**src/rtl/store_buffer_pkg.sv**
```systemverilog
// Shared types for the store buffer: retire FSM states and address-width helper.
// Pure definitions, no logic.
package store_buffer_pkg;

   typedef enum logic {
      ST_IDLE  = 1'b0,
      ST_WRITE = 1'b1
   } state_e;

   function automatic int addr_width(input int mem_size);
      return (mem_size > 1) ? $clog2(mem_size) : 1;
   endfunction

endpackage

```
**src/rtl/store_buffer_if.sv**
```systemverilog
// Store request, memory write and load-forwarding signals of the store buffer.
// The slave modport is the store buffer itself; master is whoever drives it.
interface store_buffer_if #(
   parameter int ADDR_W     = 6,
   parameter int DATA_WIDTH = 8,
   parameter int DEPTH      = 4
);
   logic                    req_valid;
   logic                    req_ready;
   logic [ADDR_W-1:0]       req_addr;
   logic [DATA_WIDTH-1:0]   req_data;

   logic                    mem_we;
   logic [ADDR_W-1:0]       mem_addr;
   logic [DATA_WIDTH-1:0]   mem_data;
   logic                    write_done;

   logic [ADDR_W-1:0]       fwd_addr;
   logic                    fwd_hit;
   logic [DATA_WIDTH-1:0]   fwd_data;

   logic [$clog2(DEPTH):0]  count;
   logic                    empty;

   modport master (
      output req_valid, req_addr, req_data, fwd_addr,
      input  req_ready, mem_we, mem_addr, mem_data, write_done,
      input  fwd_hit, fwd_data, count, empty
   );

   modport slave (
      input  req_valid, req_addr, req_data, fwd_addr,
      output req_ready, mem_we, mem_addr, mem_data, write_done,
      output fwd_hit, fwd_data, count, empty
   );
endinterface

```
**src/rtl/sb_entry_array.sv**
```systemverilog
// Circular entry storage with head/tail pointers and youngest-match forwarding search.
// Writes land on the next edge; forwarding is combinational over the registered entries.
module sb_entry_array #(
   parameter int DEPTH      = 4,
   parameter int ADDR_W     = 6,
   parameter int DATA_WIDTH = 8
) (
   input  logic                    clk,
   input  logic                    rst_n,
   input  logic                    push,
   input  logic                    pop,
   input  logic                    merge,
   input  logic [ADDR_W-1:0]       wr_addr,
   input  logic [DATA_WIDTH-1:0]   wr_data,
   input  logic [$clog2(DEPTH):0]  count,
   input  logic [ADDR_W-1:0]       fwd_addr,
   output logic                    fwd_hit,
   output logic [DATA_WIDTH-1:0]   fwd_data,
   output logic [ADDR_W-1:0]       head_addr,
   output logic [DATA_WIDTH-1:0]   head_data,
   output logic [ADDR_W-1:0]       tail_addr
);
   localparam int PTR_W = $clog2(DEPTH);

   logic [ADDR_W-1:0]     addr_q [DEPTH];
   logic [ADDR_W-1:0]     addr_d [DEPTH];
   logic [DATA_WIDTH-1:0] data_q [DEPTH];
   logic [DATA_WIDTH-1:0] data_d [DEPTH];
   logic [PTR_W-1:0]      head_q, head_d;
   logic [PTR_W-1:0]      tail_q, tail_d;
   logic [PTR_W-1:0]      last_idx;
   logic [PTR_W-1:0]      scan_idx;

   assign last_idx  = tail_q - PTR_W'(1);
   assign head_addr = addr_q[head_q];
   assign head_data = data_q[head_q];
   assign tail_addr = addr_q[last_idx];

   always_comb begin
      addr_d = addr_q;
      data_d = data_q;
      head_d = head_q;
      tail_d = tail_q;
      if (push) begin
         addr_d[tail_q] = wr_addr;
         data_d[tail_q] = wr_data;
         tail_d         = tail_q + PTR_W'(1);
      end
      if (merge) begin
         data_d[last_idx] = wr_data;
      end
      if (pop) begin
         head_d = head_q + PTR_W'(1);
      end
   end

   // Walk from the youngest entry back towards the head; first match wins.
   always_comb begin
      fwd_hit  = 1'b0;
      fwd_data = '0;
      scan_idx = '0;
      for (int i = 0; i < DEPTH; i++) begin
         scan_idx = tail_q - PTR_W'(i + 1);
         if (!fwd_hit && (i < int'(count)) && (addr_q[scan_idx] == fwd_addr)) begin
            fwd_hit  = 1'b1;
            fwd_data = data_q[scan_idx];
         end
      end
   end

   always_ff @(posedge clk) begin
      if (!rst_n) begin
         head_q <= '0;
         tail_q <= '0;
      end else begin
         head_q <= head_d;
         tail_q <= tail_d;
      end
   end

   always_ff @(posedge clk) begin
      addr_q <= addr_d;
      data_q <= data_d;
   end

endmodule

```
**src/rtl/store_buffer.sv**
```systemverilog
// Store queue between execute and data memory: coalesces back-to-back same-address stores, forwards to loads.
// Write starts one edge after a store is queued, holds mem_we WRITE_CYCLES cycles; req_ready is low only when full.
module store_buffer
   import store_buffer_pkg::*;
#(
   parameter int DATA_WIDTH       = 8,
   parameter int DATA_MEMORY_SIZE = 64,
   parameter int DEPTH            = 4,
   parameter int WRITE_CYCLES     = 1
) (
   input  logic           clk,
   input  logic           rst_n,
   store_buffer_if.slave  sb
);
   localparam int ADDR_W = addr_width(DATA_MEMORY_SIZE);
   localparam int CNT_W  = $clog2(DEPTH) + 1;
   localparam int CYC_W  = (WRITE_CYCLES > 1) ? $clog2(WRITE_CYCLES) : 1;
   localparam logic [CYC_W-1:0] CYC_LOAD = CYC_W'(WRITE_CYCLES - 1);

   state_e                state_q, state_d;
   logic [CYC_W-1:0]      cyc_q, cyc_d;
   logic [CNT_W-1:0]      count_q, count_d;
   logic                  mem_we_q, mem_we_d;
   logic [ADDR_W-1:0]     mem_addr_q, mem_addr_d;
   logic [DATA_WIDTH-1:0] mem_data_q, mem_data_d;
   logic                  write_done_q, write_done_d;

   logic                  req_ready;
   logic                  accept, merge, push, pop;
   logic [ADDR_W-1:0]     head_addr, tail_addr;
   logic [DATA_WIDTH-1:0] head_data;

   assign req_ready = (count_q < CNT_W'(DEPTH));
   assign accept    = sb.req_valid && req_ready;
   // The youngest entry may absorb the store unless it is the head already being written.
   assign merge     = accept && (count_q != '0) && (sb.req_addr == tail_addr)
                      && ((count_q > CNT_W'(1)) || (state_q == ST_IDLE));
   assign push      = accept && !merge;
   assign pop       = (state_q == ST_WRITE) && (cyc_q == '0);

   sb_entry_array #(
      .DEPTH      (DEPTH),
      .ADDR_W     (ADDR_W),
      .DATA_WIDTH (DATA_WIDTH)
   ) u_entries (
      .clk       (clk),
      .rst_n     (rst_n),
      .push      (push),
      .pop       (pop),
      .merge     (merge),
      .wr_addr   (sb.req_addr),
      .wr_data   (sb.req_data),
      .count     (count_q),
      .fwd_addr  (sb.fwd_addr),
      .fwd_hit   (sb.fwd_hit),
      .fwd_data  (sb.fwd_data),
      .head_addr (head_addr),
      .head_data (head_data),
      .tail_addr (tail_addr)
   );

   always_comb begin
      state_d      = state_q;
      cyc_d        = cyc_q;
      mem_we_d     = mem_we_q;
      mem_addr_d   = mem_addr_q;
      mem_data_d   = mem_data_q;
      write_done_d = 1'b0;
      count_d      = count_q + CNT_W'(push) - CNT_W'(pop);
      case (state_q)
         ST_IDLE: begin
            if (count_q != '0) begin
               state_d    = ST_WRITE;
               cyc_d      = CYC_LOAD;
               mem_we_d   = 1'b1;
               mem_addr_d = head_addr;
               // A merge into a lone idle head lands this edge; take the new data directly.
               mem_data_d = (merge && (count_q == CNT_W'(1))) ? sb.req_data : head_data;
            end
         end
         ST_WRITE: begin
            if (cyc_q == '0) begin
               state_d      = ST_IDLE;
               mem_we_d     = 1'b0;
               write_done_d = 1'b1;
            end else begin
               cyc_d = cyc_q - CYC_W'(1);
            end
         end
      endcase
   end

   always_ff @(posedge clk) begin
      if (!rst_n) begin
         state_q      <= ST_IDLE;
         cyc_q        <= '0;
         count_q      <= '0;
         mem_we_q     <= 1'b0;
         mem_addr_q   <= '0;
         mem_data_q   <= '0;
         write_done_q <= 1'b0;
      end else begin
         state_q      <= state_d;
         cyc_q        <= cyc_d;
         count_q      <= count_d;
         mem_we_q     <= mem_we_d;
         mem_addr_q   <= mem_addr_d;
         mem_data_q   <= mem_data_d;
         write_done_q <= write_done_d;
      end
   end

   assign sb.req_ready  = req_ready;
   assign sb.mem_we     = mem_we_q;
   assign sb.mem_addr   = mem_addr_q;
   assign sb.mem_data   = mem_data_q;
   assign sb.write_done = write_done_q;
   assign sb.count      = count_q;
   assign sb.empty      = (count_q == '0);

endmodule

```
**src/flat_wrapper.sv**
```systemverilog
// flat-port wrapper written by rule: the top's interface ports become plain ports
module store_buffer_flat import store_buffer_pkg::*;
#(
   parameter int DATA_WIDTH       = 8,
   parameter int DATA_MEMORY_SIZE = 64,
   parameter int DEPTH            = 4,
   parameter int WRITE_CYCLES     = 1
)
  (clk, rst_n, sb_req_valid, sb_req_addr, sb_req_data, sb_fwd_addr, sb_req_ready, sb_mem_we, sb_mem_addr, sb_mem_data, sb_write_done, sb_fwd_hit, sb_fwd_data, sb_count, sb_empty);
  store_buffer_if #(.ADDR_W((6)), .DATA_WIDTH(DATA_WIDTH), .DEPTH(DEPTH)) sb_i ();
  input  logic clk;
  input  logic rst_n;
  input wire logic [$bits(sb_i.req_valid)-1:0] sb_req_valid;
  input wire logic [$bits(sb_i.req_addr)-1:0] sb_req_addr;
  input wire logic [$bits(sb_i.req_data)-1:0] sb_req_data;
  input wire logic [$bits(sb_i.fwd_addr)-1:0] sb_fwd_addr;
  output wire logic [$bits(sb_i.req_ready)-1:0] sb_req_ready;
  output wire logic [$bits(sb_i.mem_we)-1:0] sb_mem_we;
  output wire logic [$bits(sb_i.mem_addr)-1:0] sb_mem_addr;
  output wire logic [$bits(sb_i.mem_data)-1:0] sb_mem_data;
  output wire logic [$bits(sb_i.write_done)-1:0] sb_write_done;
  output wire logic [$bits(sb_i.fwd_hit)-1:0] sb_fwd_hit;
  output wire logic [$bits(sb_i.fwd_data)-1:0] sb_fwd_data;
  output wire logic [$bits(sb_i.count)-1:0] sb_count;
  output wire logic [$bits(sb_i.empty)-1:0] sb_empty;
  assign sb_i.req_valid = sb_req_valid;
  assign sb_i.req_addr = sb_req_addr;
  assign sb_i.req_data = sb_req_data;
  assign sb_i.fwd_addr = sb_fwd_addr;
  assign sb_req_ready = sb_i.req_ready;
  assign sb_mem_we = sb_i.mem_we;
  assign sb_mem_addr = sb_i.mem_addr;
  assign sb_mem_data = sb_i.mem_data;
  assign sb_write_done = sb_i.write_done;
  assign sb_fwd_hit = sb_i.fwd_hit;
  assign sb_fwd_data = sb_i.fwd_data;
  assign sb_count = sb_i.count;
  assign sb_empty = sb_i.empty;
  store_buffer #(.DATA_WIDTH(DATA_WIDTH), .DATA_MEMORY_SIZE(DATA_MEMORY_SIZE), .DEPTH(DEPTH), .WRITE_CYCLES(WRITE_CYCLES)) u_core (.clk(clk), .rst_n(rst_n), .sb(sb_i));
endmodule
```
**config.mk**
```make
export PLATFORM = sky130hd
export DESIGN_NAME = store_buffer_flat
export DESIGN_NICKNAME = d
export VERILOG_FILES = /design/src/rtl/store_buffer_pkg.sv /design/src/rtl/store_buffer_if.sv /design/src/rtl/sb_entry_array.sv /design/src/rtl/store_buffer.sv /design/src/flat_wrapper.sv
export SDC_FILE = /design/constraint.sdc
export NUM_CORES = 1
export LEC_CHECK = 0
export CAP_MARGIN = 20
export CORE_AREA = 2 2 95 119
export CTS_CLUSTER_DIAMETER = 60
export DETAILED_ROUTE_END_ITERATION = 8
export DIE_AREA = 0 0 97 121
export DONT_BUFFER_PORTS = 1
export SLEW_MARGIN = 30
export SYNTH_ARGS = -nofsm -noshare
export SYNTH_HDL_FRONTEND = slang
export SYNTH_HIERARCHICAL = 1
export SYNTH_SLANG_ARGS = --single-unit
export TNS_END_PERCENT = 50
```
**constraint.sdc**
```tcl
create_clock -name clk -period 5.36 [get_ports clk]
set_input_delay 0.804 -clock clk [delete_from_list [all_inputs] [get_ports clk]]
set_output_delay 0.804 -clock clk [all_outputs]
set_load 0.01 [all_outputs]
```
==> results of run 1 <==
## layout by cell type (no fill, tap or decap), types with 3 or more instances in the layout
cell,n
ha_1,11
nand3_1,4
buf_4,10
mux4_2,49
a221oi_1,17
nor3_1,3
edfxtp_1,24
clkbuf_16,9
mux2i_1,13
xnor2_1,14
nor2_1,5
a21boi_0,5
o21ai_0,20
nor2b_1,8
a22oi_1,7
xor2_1,20
inv_1,15
a21oi_1,10
dfxtp_1,55
nand2_1,16
mux2_2,43
o21ai_1,3
and2_1,14
a31oi_1,9
## cells in the mapped netlist (all sizes together)
cell type  instances
a2111oi            1
a211oi             4
a21boi             6
a21oi             10
a221oi            18
a22oi              7
a31oi              9
and2              14
and3               1
and3b              1
and4               1
buf               15
clkbuf            13
clkinv             1
dfxtp             56
edfxtp            24
fa                 1
ha                11
inv               15
mux2              43
mux2i             13
mux4              49
nand2             16
nand2b             1
nand3              4
nand4              2
nor2               6
nor2b              8
nor3               4
nor3b              1
nor4               3
o211a              1
o21ai             23
o22ai              2
or2                1
or4                1
xnor2             14
xor2              20
## through the flow
stage | area (sq um) | hold slack (ns)
3_3_place_gp | 5280 | 0.495
6_report | 5600 | 0.504
4_1_cts | 5600 | 0.506
5_1_grt | 5600 | 0.536
2_1_floorplan | 5180 | 0.479
3_5_place_dp | 5290 | 0.497
## sequential cells by signal, indices dropped and copies added, names as in the netlist
| register | count |
|---|---|
| u_core/sb.mem_addr | 6 |
| u_core/sb.mem_we | 1 |
| u_core/u_entries/data_q | 32 |
| u_core/state_q | 1 |
| u_core/u_entries/addr_q | 24 |
| u_core/sb.count | 3 |
| u_core/sb.mem_data | 8 |
| u_core/u_entries/tail_q | 2 |
| u_core/sb.write_done | 1 |
| u_core/u_entries/head_q | 2 |
## cell families after synthesis
kind of cell | Yosys count | synth area share (%)
flops | 80 | 35.5
xor+xnor | 34 | 5.74
simple gates | 64 | 7.67
buf+inv | 44 | 4.05
compound gates | 81 | 10.8
fa+ha+maj | 12 | 3.04
mux | 105 | 33.1
## final timing paths
check             slack, ns                             endpoint
setup reg to reg       1.41  u_core/u_entries/data_q[13]$_DFF_P_
setup / recovery       0.46                       sb_fwd_data[1]
hold / removal         0.50   u_core/sb.mem_addr[5]$_SDFFE_PN0P_
hold reg to reg        0.50   u_core/sb.mem_addr[5]$_SDFFE_PN0P_
## layout make-up
type / instances / area [sq um] / area share [%]
flip-flops and latches: 80 / 1850 / 32.9
well taps: 132 / 165 / 2.95
clock inverters: 5 / 80.1 / 1.43
inverters: 16 / 65.1 / 1.16
repair buffers: 10 / 75.1 / 1.34
multi-input cells: 296 / 3140 / 56.0
clock buffers: 11 / 233 / 4.15
## worst register-to-register path, cell delays in order, from the launching register on
cell,delay (ns)
dfxtp_1,0.33
inv_1,0.14
ha_1,0.68
mux4_2,0.44
xor2_1,0.19
nor2_1,0.30
nand4_4,0.29
nand3_1,0.22
inv_1,0.15
and2_1,0.32
a21oi_1,0.19
buf_4,0.24
mux2_2,0.35
## metal layers
| metal | share of wire [%] | wire [um] | vias to the layer above |
|---|---|---|---|
| met1 | 40 | 5140 | 1831 |
| li1 | - | - | 1618 |
| met2 | 49 | 6310 | 111 |
| met4 | 3.0 | 380 | 0 |
| met3 | 7.8 | 1000 | 21 |
| met5 | 0 | 0 | - |
## report_power, final
part | switching (mW) | internal, mW | leakage (nW) | total, mW
sequential | 0.262 | 0.831 | 0.686 | 1.09
clock | 0.242 | 0.409 | 0.154 | 0.650
combinational | 0.648 | 0.683 | 1.13 | 1.33
==> key figures, run 1 <==
Status
  • Status: completed

Floorplan
  • Core area: 10600 sq um
  • Area of the die: about 12000 sq um
  • IO Count: 53
  • Initial Utilization: 49.1%
  • Number of core rows: 42
  • Die height: 121 um
  • Width of the chip: 97 um

Critical path
  • Max incr delay on CP: around 0.81 ns
  • CP Class: register to output port
  • Cell family with the largest share of critical-path delay: compound AO/OA/AOI/OAI gates
  • Slowest-stage cell, CP: a211oi_2
  • Worst Setup End Kind: output port
  • RR Startpoint: u_core/u_entries/tail_q[1]$_SDFFE_PN0P_
  • WP data arrival: 4.09 ns
  • Critical Path Source Type: register
  • Crit path buf inv count: 1
  • CP Depth: 9
  • Crit Path Max Fanout: 16
  • CP startpoint: u_core/u_entries/tail_q[1]$_SDFFE_PN0P_
  • Cells on worst reg2reg path: 12
  • Worst Path Required: 4.56 ns
  • Critical path cell sequence: inv_1 -> ha_1 -> mux4_2 -> xor2_1 -> nor4_1 -> nand2_1 -> a211oi_2 -> a221oi_1 -> o21ai_0

Clock network
  • CTS Buf Count: 9
  • Post-cts sizing count: 0
  • Clock H-tree levels: 3
  • CTS Root Cell: clkbuf_16
  • Clock Latency Late Sink: around 0.33 ns
  • Worst-path clk slew: approximately 0.060 ns
  • Post-CTS Setup Inserts: 0
  • CTS tree: yes
  • CTS hold repair buffers: 0
  • Clock Sinks: 80
  • Clk buf depth: 2

Power
  • Total leakage power: approximately 2 nW
  • Power per cell area: about 550 nW/um^2
  • VDD IR max: roughly 0.29 mV
  • Pwr Total: 3.07 mW

Layout
  • Antenna cells: 0
  • Layout cells sized above 1: around 31%
  • Post-layout util: approximately 53%
  • Nets@finish: 448
  • Area Overhead vs Synth: 8.04%
  • FILL cells: 940
  • Post-Layout Cell Count: 550

Synthesis
  • Synth area leaders: dfxtp_1 22%, mux4_2 21%, edfxtp_1 14%, mux2_2 9.3%, xor2_1 3.4%
  • Mapped Avg Cell Area: 12.3 sq um
  • Syn Inst Count: 420
  • Top-area cell type share of the netlist area: 21.6%
  • Synthesized Nets: ~460
  • Ys Warns: 6
  • Cell area after synthesis: 5180 sq um
  • Leading area contributor after synthesis: dfxtp_1
  • Seq/Total Area, Yosys: 35.5%
  • Cell variety after synth: 51
  • Register bit count reported by yosys: 80

Place
  • Post-DP HPWL: 8810 um
  • Input/output buffers: 0
  • Pre-CTS setup slack: roughly 0.85 ns
  • Cells after DPL: 534
  • Final weighted congestion in routability-driven placement: 0.854

Global routing
  • GRT busiest layer: met2
  • Largest net degree at the start of global routing: 43
  • First-pass GRT wire length: between 20000 and 25000 um
  • Total global routing overflow: 0
  • Vias in the first global route: 3611
  • GR Util met2: 36.6%
  • Met3 usage: 6.74%
  • Initial antenna violation count: 0
  • GR Layer Usage met1: 27.8%
  • Gr usage total: 22.5%

Hold path
  • Min-Delay Path Depth: 2
  • Worst Hold Class: register to register
  • Hold path start: u_core/sb.mem_addr[5]$_SDFFE_PN0P_

Job
  • Max Cap Violations: 0

Routing
  • First DRT Iteration DRCs: approximately 140
  • DRC viols: 0
  • Drt total wl: 12800 um
  • Via/cell ratio: 6.51
  • Routed wire per std cell: between 20 and 25 um
  • Via count: ~3600
  • ANT nets after route: 0
  • First drt pass iteration count: 4

Timing
  • Period utilisation layout: 91.4%
  • Slew HR: 32.2%
  • Min Tclk post-route: 4.90 ns
  • RSZ-0062 raised after global routing: false
  • Slew Viols, Final: 0
  • Slew @ Worst Pin: 1.02 ns
  • Fmax: 0.204 GHz
  • Setup Viol. Count Final: 0
  • Final Skew: 0.00588 ns
  • Hold Vio Cnt, Final: 0
  • Setup WS post-layout: 0.462 ns
  • Setup TNS: 0 ns
Power figures use the tool's default switching activity.
==> inputs of run 2 (changes only) <==
CELL_PAD_IN_SITES_DETAIL_PLACEMENT = 0   (was unset)
CELL_PAD_IN_SITES_GLOBAL_PLACEMENT = 1   (was unset)
CORE_AREA = 2 2 97 123   (was 2 2 95 119)
DIE_AREA = 0 0 99 125   (was 0 0 97 121)
PLACE_DENSITY_LB_ADDON = 0.1   (was unset)
REMOVE_ABC_BUFFERS = 1   (was unset)
clock period = 4.08 ns   (was 5.36 ns; I/O delays follow)
==> run 2 against run 1 <==
Compared with the run above:
- clock skew increased by 0.00055 ns
- largest cell class unchanged
- count of clock-buffer cells in the layout is 4 higher
- critical path depth rose by 1
- non-clock buffer count is 11 higher
- highest routed layer unchanged
- core utilization fell by 1.5 points
- power grew 36%
- worst hold slack worse by 0.14 ns
- global-route usage up 1.6 points
- via count grew 4.7%
==> key figures, run 2 (same netlist as run 1, synthesis figures left out) <==
Clock network
  • Clock Sinks: 80 (unchanged)
  • CTS Root Cell: clkbuf_16
  • CTS tree: yes
  • Clock H-tree levels: 3 (unchanged)
  • Clk buf depth: 2 (unchanged)
  • Clock Latency Late Sink: 0.34 ns (about the same)
  • CTS Buf Count: 9 (unchanged)
  • CTS hold repair buffers: 0 (unchanged)
  • Worst-path clk slew: 0.06 ns (about the same)

Floorplan
  • Area of the die: 12400 sq um (+5.4%)
  • IO Count: 53 (unchanged)
  • Width of the chip: 99 um (+2.1%)
  • Core area: 11300 sq um (+6.8%)
  • Die height: 125 um (+3.3%)
  • Number of core rows: 44 (+4.8%)
  • Initial Utilization: 45.9% (-3.1 points)

Layout
  • Nets@finish: 460 (+2.7%)
  • Post-Layout Inst Area: 5820 sq um (+3.8%)
  • Post-layout util: 51.5% (-1.5 points)
  • Largest register FFs: 32 (unchanged)
  • Sequential cell area: 1850 sq um (unchanged)
  • Top reg by flops: u_core/u_entries/data_q
  • Post-Layout Cell Count: 568 (+3.3%)
  • Most common cell after layout, fill and taps aside: dfxtp_1
  • Most frequent cells in the layout: 55 x dfxtp_1, 49 x mux4_2, 43 x mux2_2
  • Area Overhead vs Synth: 12.2%
  • FILL cells: 1003 (+6.7%)
  • Antenna cells: 0 (unchanged)
  • Layout cells sized above 1: 35.3% (+4.5 points)
  • Area of the multi-input gates: 3220 sq um (+2.7%)

Critical path
  • Worst Setup End Kind: output port
  • WP data arrival: 3.38 ns (-0.71 ns)
  • Crit Path Max Fanout: 16 (unchanged)
  • Flop2flop setup slack: 0.60 ns (-0.81 ns)
  • Cells on worst reg2reg path: 13 (+1)
  • CP Class: register to output port
  • RR Startpoint: u_core/u_entries/tail_q[0]$_SDFFE_PN0P_
  • Critical Path Source Type: register
  • RR Endpoint: u_core/u_entries/data_q[22]$_DFF_P_
  • Worst Path Required: 3.47 ns (-1.09 ns)

Timing
  • Period utilisation layout: 97.9%
  • Slew HR: 29.0% (-3.2 points)
  • Min Tclk post-route: 4.00 ns
  • Min Hold Slack: 0.367 ns (-0.137 ns)
  • Final Skew: 0.00643 ns (+0.000548 ns)
  • Setup TNS: 0 ns (unchanged)
  • Setup WS post-layout: 0.0838 ns (-0.378 ns)
  • Slew @ Worst Pin: 1.06 ns (+0.0480 ns)
  • Hold Vio Cnt, Final: 0 (unchanged)
  • Setup Viol. Count Final: 0 (unchanged)
  • Slew Viols, Final: 0 (unchanged)
  • Fmax: roughly 0.25 GHz
  • RSZ-0062 raised after global routing: true

Place
  • Pre-CTS setup slack: 0.277 ns (-0.568 ns)
  • Input/output buffers: 0 (unchanged)
  • Final weighted congestion in routability-driven placement: 0.787 (-7.8%)
  • Post-DP HPWL: 9480 um (+7.6%)
  • Cells after DPL: 548 (+2.6%)
  • Post-DP Area: 5370 sq um (+1.5%)

Global routing
  • Total global routing overflow: 0 (unchanged)
  • Initial antenna violation count: 0 (unchanged)
  • Largest net degree at the start of global routing: 32 (-26%)
  • Gr usage total: 24.1% (+1.6 points)
  • Vias in the first global route: 3903 (+8.1%)
  • First-pass GRT wire length: 22700 um (+12%)

Job
  • Max Cap Violations: 0 (unchanged)

Routing
  • Via count: 3748 (+4.7%)
  • First DRT Iteration DRCs: 236 (+64%)
  • Via/cell ratio: 6.60 (+1.3%)
  • Routed wire per std cell: 25.1 um (+7.6%)
  • ANT nets after route: 0 (unchanged)
  • Drt total wl: 14300 um (+11%)
  • First drt pass iteration count: 4 (unchanged)
  • DRC viols: 0 (unchanged)

Hold path
  • Min-Delay Path Depth: 0 (-2)
  • Hold Path Sink: u_core/u_entries/addr_q[15]$_DFFE_PP_
  • Hold path start: sb_req_addr[3]
  • Worst Hold Class: primary input to register

Power
  • Total leakage power: 2.08 nW (+5.3%)
  • Power per cell area: 718 nW/um^2 (+31%)
  • VDD IR max: 0.266 mV (-7.1%)
  • Pwr Total: 4.17 mW (+36%)

Status
  • Status: completed
## run 2: cell count changes in the layout (fill, tap and decap cells not counted), sizes merged
cell / delta
bufinv: -2
and3b: +1
clkinv: -2
clkbuf: +4
buf: +10
bufbuf: +1
## run 2: worst max-delay path by stage
| stage | start | end | slack, ns | cells past startpoint |
|---|---|---|---|---|
| 2_1_floorplan | u_core/u_entries/tail_q[0]$_SDFFE_PN0P_ | sb_fwd_data[6] | -2.16 | 9 |
| 3_3_place_gp | u_core/u_entries/tail_q[0]$_SDFFE_PN0P_ | sb_fwd_data[7] | 0.1 | 9 |
| 3_5_place_dp | u_core/u_entries/tail_q[0]$_SDFFE_PN0P_ | sb_fwd_data[6] | 0.28 | 8 |
| 4_1_cts | u_core/u_entries/tail_q[0]$_SDFFE_PN0P_ | sb_fwd_data[5] | 0.03 | 9 |
| 5_1_grt | u_core/u_entries/tail_q[0]$_SDFFE_PN0P_ | sb_fwd_data[3] | -0.05 | 10 |
| 6_report | u_core/u_entries/tail_q[0]$_SDFFE_PN0P_ | sb_fwd_data[7] | 0.08 | 10 |
## run 2: worst max-delay path, cell delays in order (launching register included)
cell and delay, ns:
dfxtp_4 0.38, inv_1 0.12, ha_4 0.35, mux4_2 0.35, xor2_1 0.16, or4_4 0.56
nor4_4 0.27, a211oi_2 0.08, buf_4 0.22, a221oi_1 0.32, o21ai_1 0.22
## run 2: routing by layer
metal	global-route usage (%)	share of wire (%)	vias up
met3	5.31	6.7	32
met1	30.8	40	1911
met5	0	0	-
met4	11.0	3.5	0
li1	-	-	1645
met2	39.0	50	160
## run 2: timing repair
action,4_1_cts,5_1_grt
endpoints found under the hold margin,0,0
setup endpoints to repair,6,8
pin swaps,2,2
cloned,2,0
buffers inserted,1,1
gates resized for setup,9,12
## run 2: area by class of cell
cell class / count / area share (%)
Multi-Input combinational cell: 297 / 55.4
Sequential cell: 80 / 31.7
Clock buffer: 15 / 5.16
Timing Repair Buffer: 21 / 3.49
Tap cell: 138 / 2.97
Inverter: 16 / 1.12
Clock inverter: 1 / 0.108
## run 2: power breakdown
group | switching [mW] | internal, mW | leakage (nW) | total [mW]
combinational | 0.920 | 0.969 | 1.24 | 1.89
clock | 0.316 | 0.505 | 0.151 | 0.821
sequential | 0.373 | 1.09 | 0.686 | 1.46
==> inputs of run 3 (changes only) <==
CELL_PAD_IN_SITES_DETAIL_PLACEMENT = 1   (was 0)
==> run 3 against run 2 <==
Compared with the run above:
- clock power grew 9.3%
- combinational power grew 8%
- sequential share of layout area shrank 1.3 points
- first-iteration DRC count shrank 5.1%
- via count grew 2.1%
- global-route usage grew 1.1 points
- clock skew shrank 0.0020 ns
- routed wire length grew 9.0%
- critical path type unchanged
- largest cell class unchanged
- largest power group unchanged
- highest routed layer unchanged
==> key figures, run 3 (same netlist as run 1, synthesis figures left out) <==
Place
  • Post-DP Area: 5370 sq um (unchanged)
  • Post-DP HPWL: 10100 um (+6.6%)
  • Cells after DPL: 548 (unchanged)
  • Final weighted congestion in routability-driven placement: 0.787 (unchanged)
  • Input/output buffers: 0 (unchanged)

Layout
  • Post-Layout Inst Area: 6060 sq um (+4.2%)
  • Post-layout util: 53.7% (+2.2 points)
  • Top reg by flops: u_core/u_entries/data_q
  • Layout cells sized above 1: 40.1% (+4.8 points)
  • Antenna cells: 0 (unchanged)
  • Most common cell after layout, fill and taps aside: dfxtp_1
  • Post-Layout Cell Count: 579 (+1.9%)
  • Area Overhead vs Synth: 16.9%
  • FILL cells: 1134 (+13%)
  • Sequential cell area: 1850 sq um (about the same)
  • Area of the multi-input gates: 3330 sq um (+3.5%)
  • Most frequent cells in the layout: 54 x dfxtp_1, 49 x mux4_2, 43 x mux2_2
  • Largest register FFs: 32 (unchanged)
  • Nets@finish: 471 (+2.4%)

Floorplan
  • Initial Utilization: 45.9% (unchanged)
  • Die height: 125 um (unchanged)
  • Width of the chip: 99 um (unchanged)
  • Number of core rows: 44 (unchanged)
  • Core area: 11300 sq um (unchanged)
  • IO Count: 53 (unchanged)
  • Area of the die: 12400 sq um (unchanged)

Routing
  • Via count: 3825 (+2.1%)
  • Routed wire per std cell: 26.9 um (+6.9%)
  • ANT nets after route: 0 (unchanged)
  • First drt pass iteration count: 4 (unchanged)
  • Drt total wl: 15600 um (+9.0%)
  • DRC viols: 0 (unchanged)
  • First DRT Iteration DRCs: 224 (-5.1%)
  • Via/cell ratio: 6.61 (+0.12%)

Job
  • Max Cap Violations: 0 (unchanged)

Power
  • Total leakage power: 2.19 nW (+5.4%)
  • VDD IR max: 0.270 mV (+1.6%)
  • Power per cell area: 729 nW/um^2 (+1.6%)

Global routing
  • Vias in the first global route: 4110 (+5.3%)
  • Gr usage total: 25.2% (+1.1 points)
  • Total global routing overflow: 0 (unchanged)
  • First-pass GRT wire length: 23900 um (+5.3%)
  • Largest net degree at the start of global routing: 32 (unchanged)
  • Initial antenna violation count: 0 (unchanged)

Hold path
  • Min-Delay Path Depth: 0 (unchanged)
  • Hold path start: sb_req_addr[2]
  • Hold Path Sink: u_core/u_entries/addr_q[8]$_DFFE_PP_
  • Worst Hold Class: primary input to register

Timing
  • Period utilisation layout: 97.6% (-0.34 points)
  • Min Tclk post-route: 3.98 ns (-0.0139 ns)
  • Setup TNS: 0 ns (unchanged)
  • Hold Vio Cnt, Final: 0 (unchanged)
  • Slew Viols, Final: 0 (unchanged)
  • Slew @ Worst Pin: 0.915 ns (-0.148 ns)
  • RSZ-0062 raised after global routing: false
  • Setup Viol. Count Final: 0 (unchanged)
  • Fmax: 0.251 GHz (+0.35%)
  • Final Skew: 0.00441 ns (-0.00202 ns)
  • Slew HR: 38.9% (+9.9 points)

Clock network
  • CTS hold repair buffers: 0 (unchanged)
  • CTS tree: yes
  • CTS Buf Count: 9 (unchanged)
  • Clock Sinks: 80 (unchanged)
  • Worst-path clk slew: 0.06 ns (about the same)
  • CTS Root Cell: clkbuf_16
  • Clock Latency Late Sink: 0.34 ns (about the same)
  • Clock H-tree levels: 3 (unchanged)
  • Clk buf depth: 2 (unchanged)

Critical path
  • Flop2flop setup slack: 0.51 ns (-0.09 ns)
  • WP data arrival: 3.37 ns (about the same)
  • Worst Setup End Kind: output port
  • Cells on worst reg2reg path: 13 (unchanged)
  • Critical Path Source Type: register
  • RR Startpoint: u_core/u_entries/tail_q[0]$_SDFFE_PN0P_
  • RR Endpoint: u_core/u_entries/data_q[18]$_DFF_P_
  • Crit Path Max Fanout: 8 (-8)
  • Worst Path Required: 3.47 ns (about the same)
  • CP Class: register to output port

Status
  • Status: completed
[run 3: what timing repair did]
action	in CTS	in global routing
gates cloned	2	2
hold endpoints to repair	0	0
resized for setup	11	30
setup buffers	3	8
setup endpoints to repair	8	8
pin swaps	2	9
[run 3: per-layer routing]
layer | share of wire, % | wire [um] | global-route usage [%] | vias up
met2 | 52 | 8050 | 42.5 | 129
met1 | 40 | 6210 | 31.7 | 1989
li1 | - | - | - | 1674
met3 | 5.4 | 836 | 4.58 | 33
met5 | 0 | 0 | 0 | -
met4 | 2.9 | 453 | 10.8 | 0
[run 3: area by class of cell]
class | instances | share of cell area [%]
multi-input combinational | 297 | 55.0
inverter | 16 | 1.14
timing repair buffer | 32 | 5.12
sequential | 80 | 30.5
clock inverter | 3 | 1.07
tap | 138 | 2.85
clock buffer | 13 | 4.32
[run 3: worst max-delay path by stage]
stage / slack [ns] / start / cells past startpoint / endpoint
global placement: 0.1 / u_core/u_entries/tail_q[0]$_SDFFE_PN0P_ / 9 / sb_fwd_data[7]
global route: 0.0007 / u_core/u_entries/tail_q[0]$_SDFFE_PN0P_ / 11 / sb_fwd_data[3]
floorplan: -2.16 / u_core/u_entries/tail_q[0]$_SDFFE_PN0P_ / 9 / sb_fwd_data[6]
CTS: 0.006 / u_core/u_entries/tail_q[0]$_SDFFE_PN0P_ / 11 / sb_fwd_data[1]
finish: 0.1 / u_core/u_entries/tail_q[0]$_SDFFE_PN0P_ / 11 / sb_fwd_data[3]
detailed placement: 0.15 / u_core/u_entries/tail_q[0]$_SDFFE_PN0P_ / 9 / sb_fwd_data[6]
[run 3: through the flow]
step	power (mW)	setup WS, ns	hold slack, ns
after global placement	3.22	0.0960	0.493
after CTS	4.26	0.00633	0.356
after detailed placement	3.28	0.153	0.506
final	4.42	0.0977	0.365
after global routing	4.67	0.000661	0.354
after floorplan	2.76	-2.16	0.479
[run 3: critical path: stages (launching register included)]
cell and delay [ns]:
dfxtp_4 0.40, clkinvlp_4 0.12, ha_4 0.34, buf_4 0.19, mux4_2 0.33, xor2_1 0.17
nor4_1 0.37, nand2_1 0.13, a211oi_2 0.34, buf_4 0.29, a221oi_2 0.08, o21ai_1 0.27
[run 3: report_power, final]
| part | leakage [nW] | internal, mW | switching, mW |
|---|---|---|---|
| clock | 0.159 | 0.573 | 0.324 |
| sequential | 0.687 | 1.09 | 0.386 |
| combinational | 1.35 | 1.03 | 1.01 |
